## config.mk

```make
export PLATFORM = sky130hd
export DESIGN_NAME = y_ifid_buffer
export DESIGN_NICKNAME = d
export VERILOG_FILES = /design/src/rtl/y_ifid_buffer.sv
export SDC_FILE = /design/constraint.sdc
export NUM_CORES = 1
export LEC_CHECK = 0
export ABC_AREA = 1
export ABC_CLOCK_PERIOD_IN_PS = 2510
export CAP_MARGIN = 0
export CELL_PAD_IN_SITES_DETAIL_PLACEMENT = 0
export CELL_PAD_IN_SITES_GLOBAL_PLACEMENT = 1
export CORE_MARGIN = 5
export CORE_UTILIZATION = 38
export CTS_CLUSTER_DIAMETER = 30
export DETAILED_ROUTE_END_ITERATION = 6
export HOLD_SLACK_MARGIN = 0.15
export PLACE_DENSITY_LB_ADDON = 0.1
export REMOVE_ABC_BUFFERS = 1
export SETUP_SLACK_MARGIN = 0.3
export SYNTH_ARGS = -nofsm -noshare
export SYNTH_HDL_FRONTEND = slang
export SYNTH_SLANG_ARGS = --single-unit
export TNS_END_PERCENT = 50
```

## constraint.sdc

```tcl
create_clock -name clk -period 2.51 [get_ports clk]
set_clock_uncertainty 0.1 [all_clocks]
set_input_delay 0.3765 -clock clk [delete_from_list [all_inputs] [get_ports clk]]
set_output_delay 0.3765 -clock clk [all_outputs]
set_load 0.01 [all_outputs]
```

## src/rtl/y_ifid_buffer.sv

```systemverilog
// Fetch/decode pipeline register with a 2-entry skid buffer (head H, skid S).
// Optional build macro IFID_PERF_EN adds saturating stall and flush counters.
module y_ifid_buffer #(
    parameter int              XLEN    = 32,
    parameter logic [XLEN-1:0] NOP_INS = XLEN'(32'h00000013)
) (
    input  logic            clk,
    input  logic            rst_n,
    input  logic            in_valid,
    output logic            in_ready,
    input  logic [XLEN-1:0] in_ins,
    input  logic [XLEN-1:0] in_pcp4,
    input  logic            flush,
    output logic            out_valid,
    input  logic            out_ready,
    output logic [XLEN-1:0] out_ins,
    output logic [XLEN-1:0] out_pcp4,
    output logic [XLEN-1:0] out_pc,
    output logic [1:0]      count
`ifdef IFID_PERF_EN
    ,
    output logic [31:0]     stall_cnt,
    output logic [31:0]     flush_cnt
`endif
);

    // Occupancy doubles as the state: H valid in ONE/FULL, S valid only in FULL.
    typedef enum logic [1:0] {
        EMPTY = 2'd0,
        ONE   = 2'd1,
        FULL  = 2'd2
    } state_t;

    state_t          state_q, state_d;
    logic [XLEN-1:0] h_ins_q, h_ins_d;
    logic [XLEN-1:0] h_pcp4_q, h_pcp4_d;
    logic [XLEN-1:0] s_ins_q, s_ins_d;
    logic [XLEN-1:0] s_pcp4_q, s_pcp4_d;

    logic h_valid;
    logic accept;
    logic pop;

    assign h_valid   = (state_q != EMPTY);
    assign in_ready  = (state_q != FULL);
    assign out_valid = h_valid;
    assign count     = state_q;
    assign accept    = in_valid & in_ready;
    assign pop       = h_valid & out_ready;

    assign out_ins  = h_valid ? h_ins_q : NOP_INS;
    assign out_pcp4 = h_valid ? h_pcp4_q : '0;
    assign out_pc   = h_valid ? (h_pcp4_q - XLEN'(4)) : '0;

    always_comb begin
        state_d  = state_q;
        h_ins_d  = h_ins_q;
        h_pcp4_d = h_pcp4_q;
        s_ins_d  = s_ins_q;
        s_pcp4_d = s_pcp4_q;
        if (flush) begin
            state_d = EMPTY;
        end else begin
            unique case (state_q)
                EMPTY: begin
                    if (accept) begin
                        state_d  = ONE;
                        h_ins_d  = in_ins;
                        h_pcp4_d = in_pcp4;
                    end
                end
                ONE: begin
                    if (accept && pop) begin
                        h_ins_d  = in_ins;
                        h_pcp4_d = in_pcp4;
                    end else if (accept) begin
                        state_d  = FULL;
                        s_ins_d  = in_ins;
                        s_pcp4_d = in_pcp4;
                    end else if (pop) begin
                        state_d = EMPTY;
                    end
                end
                FULL: begin
                    if (pop) begin
                        state_d  = ONE;
                        h_ins_d  = s_ins_q;
                        h_pcp4_d = s_pcp4_q;
                    end
                end
                default: state_d = EMPTY;
            endcase
        end
    end

    always_ff @(posedge clk or negedge rst_n) begin
        if (!rst_n) begin
            state_q  <= EMPTY;
            h_ins_q  <= '0;
            h_pcp4_q <= '0;
            s_ins_q  <= '0;
            s_pcp4_q <= '0;
        end else begin
            state_q  <= state_d;
            h_ins_q  <= h_ins_d;
            h_pcp4_q <= h_pcp4_d;
            s_ins_q  <= s_ins_d;
            s_pcp4_q <= s_pcp4_d;
        end
    end

`ifdef IFID_PERF_EN
    logic [31:0] stall_cnt_q;
    logic [31:0] flush_cnt_q;
    logic [32:0] flush_sum;

    // Flush discards exactly the words currently held, i.e. the occupancy.
    assign flush_sum = {1'b0, flush_cnt_q} + 33'(count);

    always_ff @(posedge clk or negedge rst_n) begin
        if (!rst_n) begin
            stall_cnt_q <= '0;
            flush_cnt_q <= '0;
        end else begin
            if (in_valid && !in_ready && (stall_cnt_q != 32'hFFFF_FFFF)) begin
                stall_cnt_q <= stall_cnt_q + 32'd1;
            end
            if (flush) begin
                flush_cnt_q <= flush_sum[32] ? 32'hFFFF_FFFF : flush_sum[31:0];
            end
        end
    end

    assign stall_cnt = stall_cnt_q;
    assign flush_cnt = flush_cnt_q;
`endif

endmodule

```

==> flow_summary_export.csv, run 1 <==
group,metric,value,unit
route,wl_met1,9290,µm
timing,worstMarginPinSlew,0.666,ns
outcome,status,"finished, final reports clean",
clocking,htreeDepth,4,
grt,grt_pass1_vias,6264,
min_path,hp-start,"s_ins_q[18]",
timing,post-route-min-period,2.40,ns
critical_path,crit_type,"register to output port",
logic_synthesis,synth_warnings,0,
layout,drive_above_1_share,0.189,
clocking,cts_buffers,17,
clocking,clockBufferDepth,2,
timing,tns,0,ns
power_and_ir_drop,power_density,804,nW/µm²
timing,hold_viol_final,0,
timing,finalCritPeriodShare,0.956,
place,gp_congestion,0.833,
layout,area_delta_synth_final,49.0,%
place,dpl.hpwl,13500,µm
grt,grt_usage,0.194,
place,place_worst_setup_slack,-0.0341,ns
route,dr_wl_met3,1010,µm
route,top_layer_used,"met5",
logic_synthesis,syn_area,6850,µm²
floorplanning,num_rows,49,
clocking,cts_sinks,130,
floorplanning,fp.dieH,144,µm
critical_path,endpoint_kind,"output port",
logic_synthesis,synth_edf_count,0,
logic_synthesis,yosys_most_used_dff,"dfrtp_1",
route,vias_per_cell,4.57,
flow_run,cap_violations,0,
logic_synthesis,synth-seq-cells,130,
logic_synthesis,yosys.cell_types.count,18,
floorplanning,core_area,17800,µm²
floorplanning,dieArea,20800,µm²
timing,timing.final.ws_setup,0.111,ns
critical_path,worstSetupStartpoint,"h_pcp4_q[5]",
route,routed_wl,20000,µm
grt,grt_pass1_wl,31800,µm
route,dr_wl_met2,9400,µm
timing,report.final.slew_viol_count,0,
floorplanning,io_pins,169,
route,drt_iter0_markers,347,
timing,slew-limit-headroom,0.554,
power_and_ir_drop,ir_drop,0.000562,V
clocking,cts_root_buffer,"clkbuf_16",
logic_synthesis,synth_cells,982,
route,remaining_drc_errors,0,
floorplanning,fp.dieW,144,µm
critical_path,worst_r2r_startpoint,"count[1]",
critical_path,cp-start-kind,"register",
critical_path,cp_data_arrival_time,1.92,ns
logic_synthesis,async_reset_ff_frac,1.00,
timing,setup_viol_count_final,0,
timing,fmax,417,MHz
clocking,cts_tree,"done",
grt,grt-ovfl-total,0,
timing,rsz0062_at_grt,"true",
clocking,clk_latency,0.42,ns
place,placed_cells,1366,
floorplanning,start_util,0.384,
grt,grt_max_degree,110,
grt,antenna_found_initial,1,
route,wl_per_cell,14.0,µm
route,drtAntennaViolNets,0,
layout,fin_cells,1430,
critical_path,cp.required,2.03,ns
power_and_ir_drop,leakagePower,5.75,nW
place,port-buffer-count,168,
logic_synthesis,syn_avg_cell_area,6.97,µm²
critical_path,path_max_fanout,4,
layout,finish.utilization,0.572,
min_path,hold_path_class,"register to register",
layout,final_nets,1258,
route,firstDrtPassIters,7,
route,num_vias,6530,
layout,antenna_cells,0,
logic_synthesis,ys_seq_area_frac,0.475,
clocking,cts.clk_slew.worst_paths,0.06,ns
## sequential cells by signal, indices dropped and copies added (netlist names)
register,cells
count,2
h_ins_q,32
h_pcp4_q,32
s_ins_q,32
s_pcp4_q,32
## cell usage after synthesis (2+ instances only)
| cell | number | area [µm²] |
|---|---|---|
| buf_4 | 3 | 22.5 |
| a21oi_1 | 9 | 45.0 |
| nand2_1 | 265 | 995 |
| nor3_1 | 5 | 25.0 |
| or2_2 | 4 | 25.0 |
| o21ai_1 | 9 | 45.0 |
| buf_2 | 26 | 130 |
| inv_2 | 2 | 7.51 |
| nor2_1 | 146 | 548 |
| nand3_1 | 12 | 60.1 |
| dfrtp_1 | 130 | 3250 |
| inv_1 | 139 | 522 |
| xor2_1 | 5 | 43.8 |
| nand4_1 | 3 | 18.8 |
| o21ai_0 | 197 | 986 |
| clkbuf_1 | 25 | 93.8 |
## per-layer routing
metal	vias to the layer above	global-route usage
met3	16	0.0486
met1	2942	0.262
met2	126	0.312
met5	-	0
met4	2	0.0530
li1	3444	-
## power breakdown
group          internal, W  leakage [nW]  switching, W
clock network      0.00147         0.285      0.000957
logic              0.00124          3.85       0.00142
registers          0.00270          1.62      0.000404
total              0.00541          5.75       0.00278
## logic make-up after synthesis
logic type | Yosys count | synth area share
AND/OR/NAND/NOR | 435 | 0.244
AO/OA/AOI/OAI | 216 | 0.159
buffers and inverters | 195 | 0.113
flip-flops | 130 | 0.475
XOR/XNOR | 5 | 0.00640
adder cells (fa/ha/maj) | 1 | 0.00183
## critical path, cell delays in order (launching register included)
cell	delay [ns]
dfrtp_1	0.43
nor2_2	0.15
nand2_1	0.12
nor2_4	0.18
buf_6	0.12
buf_6	0.09
nand3_2	0.08
nand2_1	0.08
inv_1	0.04
nor2_1	0.07
buf_2	0.15
## worst paths after layout
path	slack (ns)	end	cells past startpoint
setup reg to reg	0.42	h_pcp4_q[1]	7
setup / recovery	0.11	out_pc[25]	10
hold reg to reg	0.38	s_ins_q[18]	2
max in group asynchronous	1.26	s_pcp4_q[1]	3
hold / removal	0.38	s_ins_q[18]	2
min in group asynchronous	0.39	s_pcp4_q[3]	2
## cells in the final DEF, fill, tap and decap left out, types with 10 or more instances in the layout
cell type,synthesis,layout
clkbuf_16,0,18
inv_1,139,130
buf_2,26,28
nor2_4,0,17
buf_4,3,49
dlygate4sd2_1,0,30
dfrtp_1,130,121
nor2_1,146,109
clkdlybuf4s50_1,0,72
dlymetal6s2s_1,0,35
nand3_1,12,10
o21ai_0,197,188
nor2_2,0,20
nand2_1,265,247
o21ai_1,9,16
buf_6,0,14
## cell type report
class,count,area (µm²)
well taps,229,287
fillers,1731,7640
clock buffers,18,429
multi-input cells,657,3180
repair buffers,241,2340
clock inverters,14,153
inverters,141,544
flip-flops and latches,130,3260
## timing repair
item                                    CTS  global route
cloned                                    2             1
endpoints found under the hold margin    51             0
hold buffers                              1             0
buffers inserted                         17            11
resized for setup                       238            89
pin swaps                                24            32
endpoints found under the setup margin  144           109
## stage by stage
| stage | power [W] | area (µm²) | hold WS (ns) |
|---|---|---|---|
| 2_1_floorplan | 0.00424 | 6600 | -0.0191 |
| 3_3_place_gp | 0.00541 | 8980 | 0.286 |
| 3_5_place_dp | 0.00544 | 8980 | 0.282 |
| 4_1_cts | 0.00810 | 9870 | 0.382 |
| 5_1_grt | 0.00878 | 10200 | 0.401 |
| 6_report | 0.00820 | 10200 | 0.376 |
No activity file was read; power rests on OpenSTA's default activity.
==> inputs of run 2 (changes only) <==
- ABC_CLOCK_PERIOD_IN_PS: 2510 -> 2400
- CORE_ASPECT_RATIO: default -> 0.75
- CORE_UTILIZATION: 38 -> 35
- clock period: 2.51 -> 2.4 ns (I/O delays scaled with it)
==> flow_summary_export.csv, run 2 (synthesized netlist as in run 1, its figures left out) <==
group,metric,value,unit
critical_path,cp_data_arrival_time,1.92,ns
timing,finalCritPeriodShare,0.991,
power_and_ir_drop,power_density,847,nW/µm²
timing,hold_ws,0.349,ns
clocking,cts_tree,"done",
critical_path,crit_type,"register to output port",
grt,grt_pass1_wl,33100,µm
critical_path,path_max_fanout,4,
clocking,cts_root_buffer,"clkbuf_16",
place,dpl.hpwl,13900,µm
timing,rsz0062_at_grt,"true",
power_and_ir_drop,ir_drop,0.000417,V
timing,slew-limit-headroom,0.605,
layout,finish.utilization,0.538,
power_and_ir_drop,pwr-share-clk,0.286,
route,remaining_drc_errors,0,
clocking,clk_latency,0.43,ns
layout,area_delta_synth_final,51.5,%
grt,antenna_found_initial,3,
grt,busiest_layer,"met2",
layout,antenna_cells,0,
grt,grt_pass1_vias,6350,
critical_path,cp-start-kind,"register",
place,port-buffer-count,168,
critical_path,endpoint_kind,"output port",
power_and_ir_drop,power_frac_seq,0.371,
layout,final_nets,1267,
layout,final_cell_mix,"nand2_1, o21ai_0, inv_1",
grt,grt_max_degree,129,
power_and_ir_drop,intPower,0.00566,W
clocking,cts.clk_slew.worst_paths,0.07,ns
route,wl_per_cell,14.4,µm
clocking,cts_sinks,130,
route,num_vias,6620,
layout,multiInputGateArea,3470,µm²
timing,timing.final.ws_setup,0.0226,ns
place,gp_congestion,0.776,
power_and_ir_drop,finalPower,0.00879,W
grt,met3_usage,0.0495,
timing,report.final.slew_viol_count,0,
floorplanning,io_pins,169,
clocking,htreeDepth,4,
route,vias_per_cell,4.53,
min_path,hold_path_class,"input pin to async pin",
place,place_worst_setup_slack,-0.0633,ns
timing,worstMarginPinSlew,0.590,ns
outcome,status,"finished, final reports clean",
flow_run,cap_violations,0,
floorplanning,dieArea,22500,µm²
layout,ff_latch_area,3270,µm²
power_and_ir_drop,swShare,0.356,
timing,hold_viol_final,0,
floorplanning,fp.dieW,171,µm
floorplanning,num_rows,44,
clocking,clockBufferDepth,2,
timing,setup_viol_count_final,0,
timing,post-route-min-period,2.38,ns
timing,tns,0,ns
route,routed_wl,21000,µm
layout,final_common_cell,"nand2_1",
power_and_ir_drop,leakagePower,5.31,nW
grt,grt_util_met1,0.260,
layout,nFillCells,1930,
layout,drive_above_1_share,0.285,
timing,fmax,421,MHz
grt,grt-ovfl-total,0,
grt,grt_usage,0.184,
route,drt_iter0_markers,397,
grt,grtUsageMet2,0.284,
floorplanning,start_util,0.355,
floorplanning,fp.dieH,131,µm
floorplanning,core_area,19300,µm²
clocking,cts_buffers,17,
route,firstDrtPassIters,5,
power_and_ir_drop,combPwrFrac,0.343,
power_and_ir_drop,switching_power,0.00313,W
critical_path,cp.required,1.94,ns
route,drtAntennaViolNets,0,
-- run 2: changes by cell type in the layout (fill, tap and decap cells not counted), sizes merged, moves of 2 or more --
cell	before	now
buf	99	152
dlymetal6s2s	35	2
dlygate4sd2	30	6
clkbuf	21	36
clkdlybuf4s50	72	69
clkinv	7	5
-- run 2: stage by stage --
stage | cell area [µm²] | instances
floorplan | 6600 | 928
global placement | 9140 | 1404
detailed placement | 9140 | 1404
CTS | 9890 | 1447
global route | 10400 | 1462
finish | 10400 | 1462
-- run 2: repair_timing --
| action | CTS | global route |
|---|---|---|
| endpoints found under the setup margin | 98 | 95 |
| hold buffers | 1 | 0 |
| setup buffers | 8 | 13 |
| hold endpoints to repair | 45 | 0 |
| cloned | 3 | 2 |
| resized for setup | 347 | 247 |
| pin swaps | 36 | 46 |
-- run 2: layout make-up --
class                      count  area share
clock inverter                13      0.0121
timing repair buffer         250       0.213
tap                          253      0.0305
clock buffer                  18      0.0423
inverter                     141      0.0525
sequential                   130       0.315
multi-input combinational    657       0.334
-- run 2: final timing paths --
check / start / endpoint / slack, ns / depth (start not counted)
worst max-delay path: h_pcp4_q[4] / out_pc[29] / 0.02 / 9
worst min-delay path: rst_n / h_ins_q[17] / 0.35 / 2
worst max register to register: count[1] / h_pcp4_q[5] / 0.46 / 7
worst min register to register: s_pcp4_q[7] / s_pcp4_q[7] / 0.38 / 2
max in group asynchronous: rst_n / h_ins_q[8] / 1.22 / 3
min in group clk: s_pcp4_q[7] / s_pcp4_q[7] / 0.38 / 2
-- run 2: metal layers --
| layer | vias to the layer above | part of all wire |
|---|---|---|
| li1 | 3471 | - |
| met1 | 2976 | 0.47 |
| met2 | 152 | 0.45 |
| met3 | 17 | 0.065 |
| met4 | 4 | 0.0090 |
| met5 | - | 0.00095 |
-- run 2: critical path, stage by stage (launching register included) --
cell and delay, ns:
dfrtp_2 0.46, nor2_4 0.15, nand2_4 0.08, nor2_4 0.19
nand2_4 0.10, buf_6 0.13, nor2_4 0.07, nor2_1 0.04
nor2_1 0.11, buf_2 0.15
-- run 2: power groups by stage --
stage	clock network [W]	registers, W	logic [W]
2_1_floorplan	0	0.00314	0.00129
3_3_place_gp	0	0.00320	0.00255
3_5_place_dp	0	0.00321	0.00256
4_1_cts	0.00258	0.00321	0.00268
5_1_grt	0.00268	0.00334	0.00338
6_report	0.00251	0.00326	0.00302
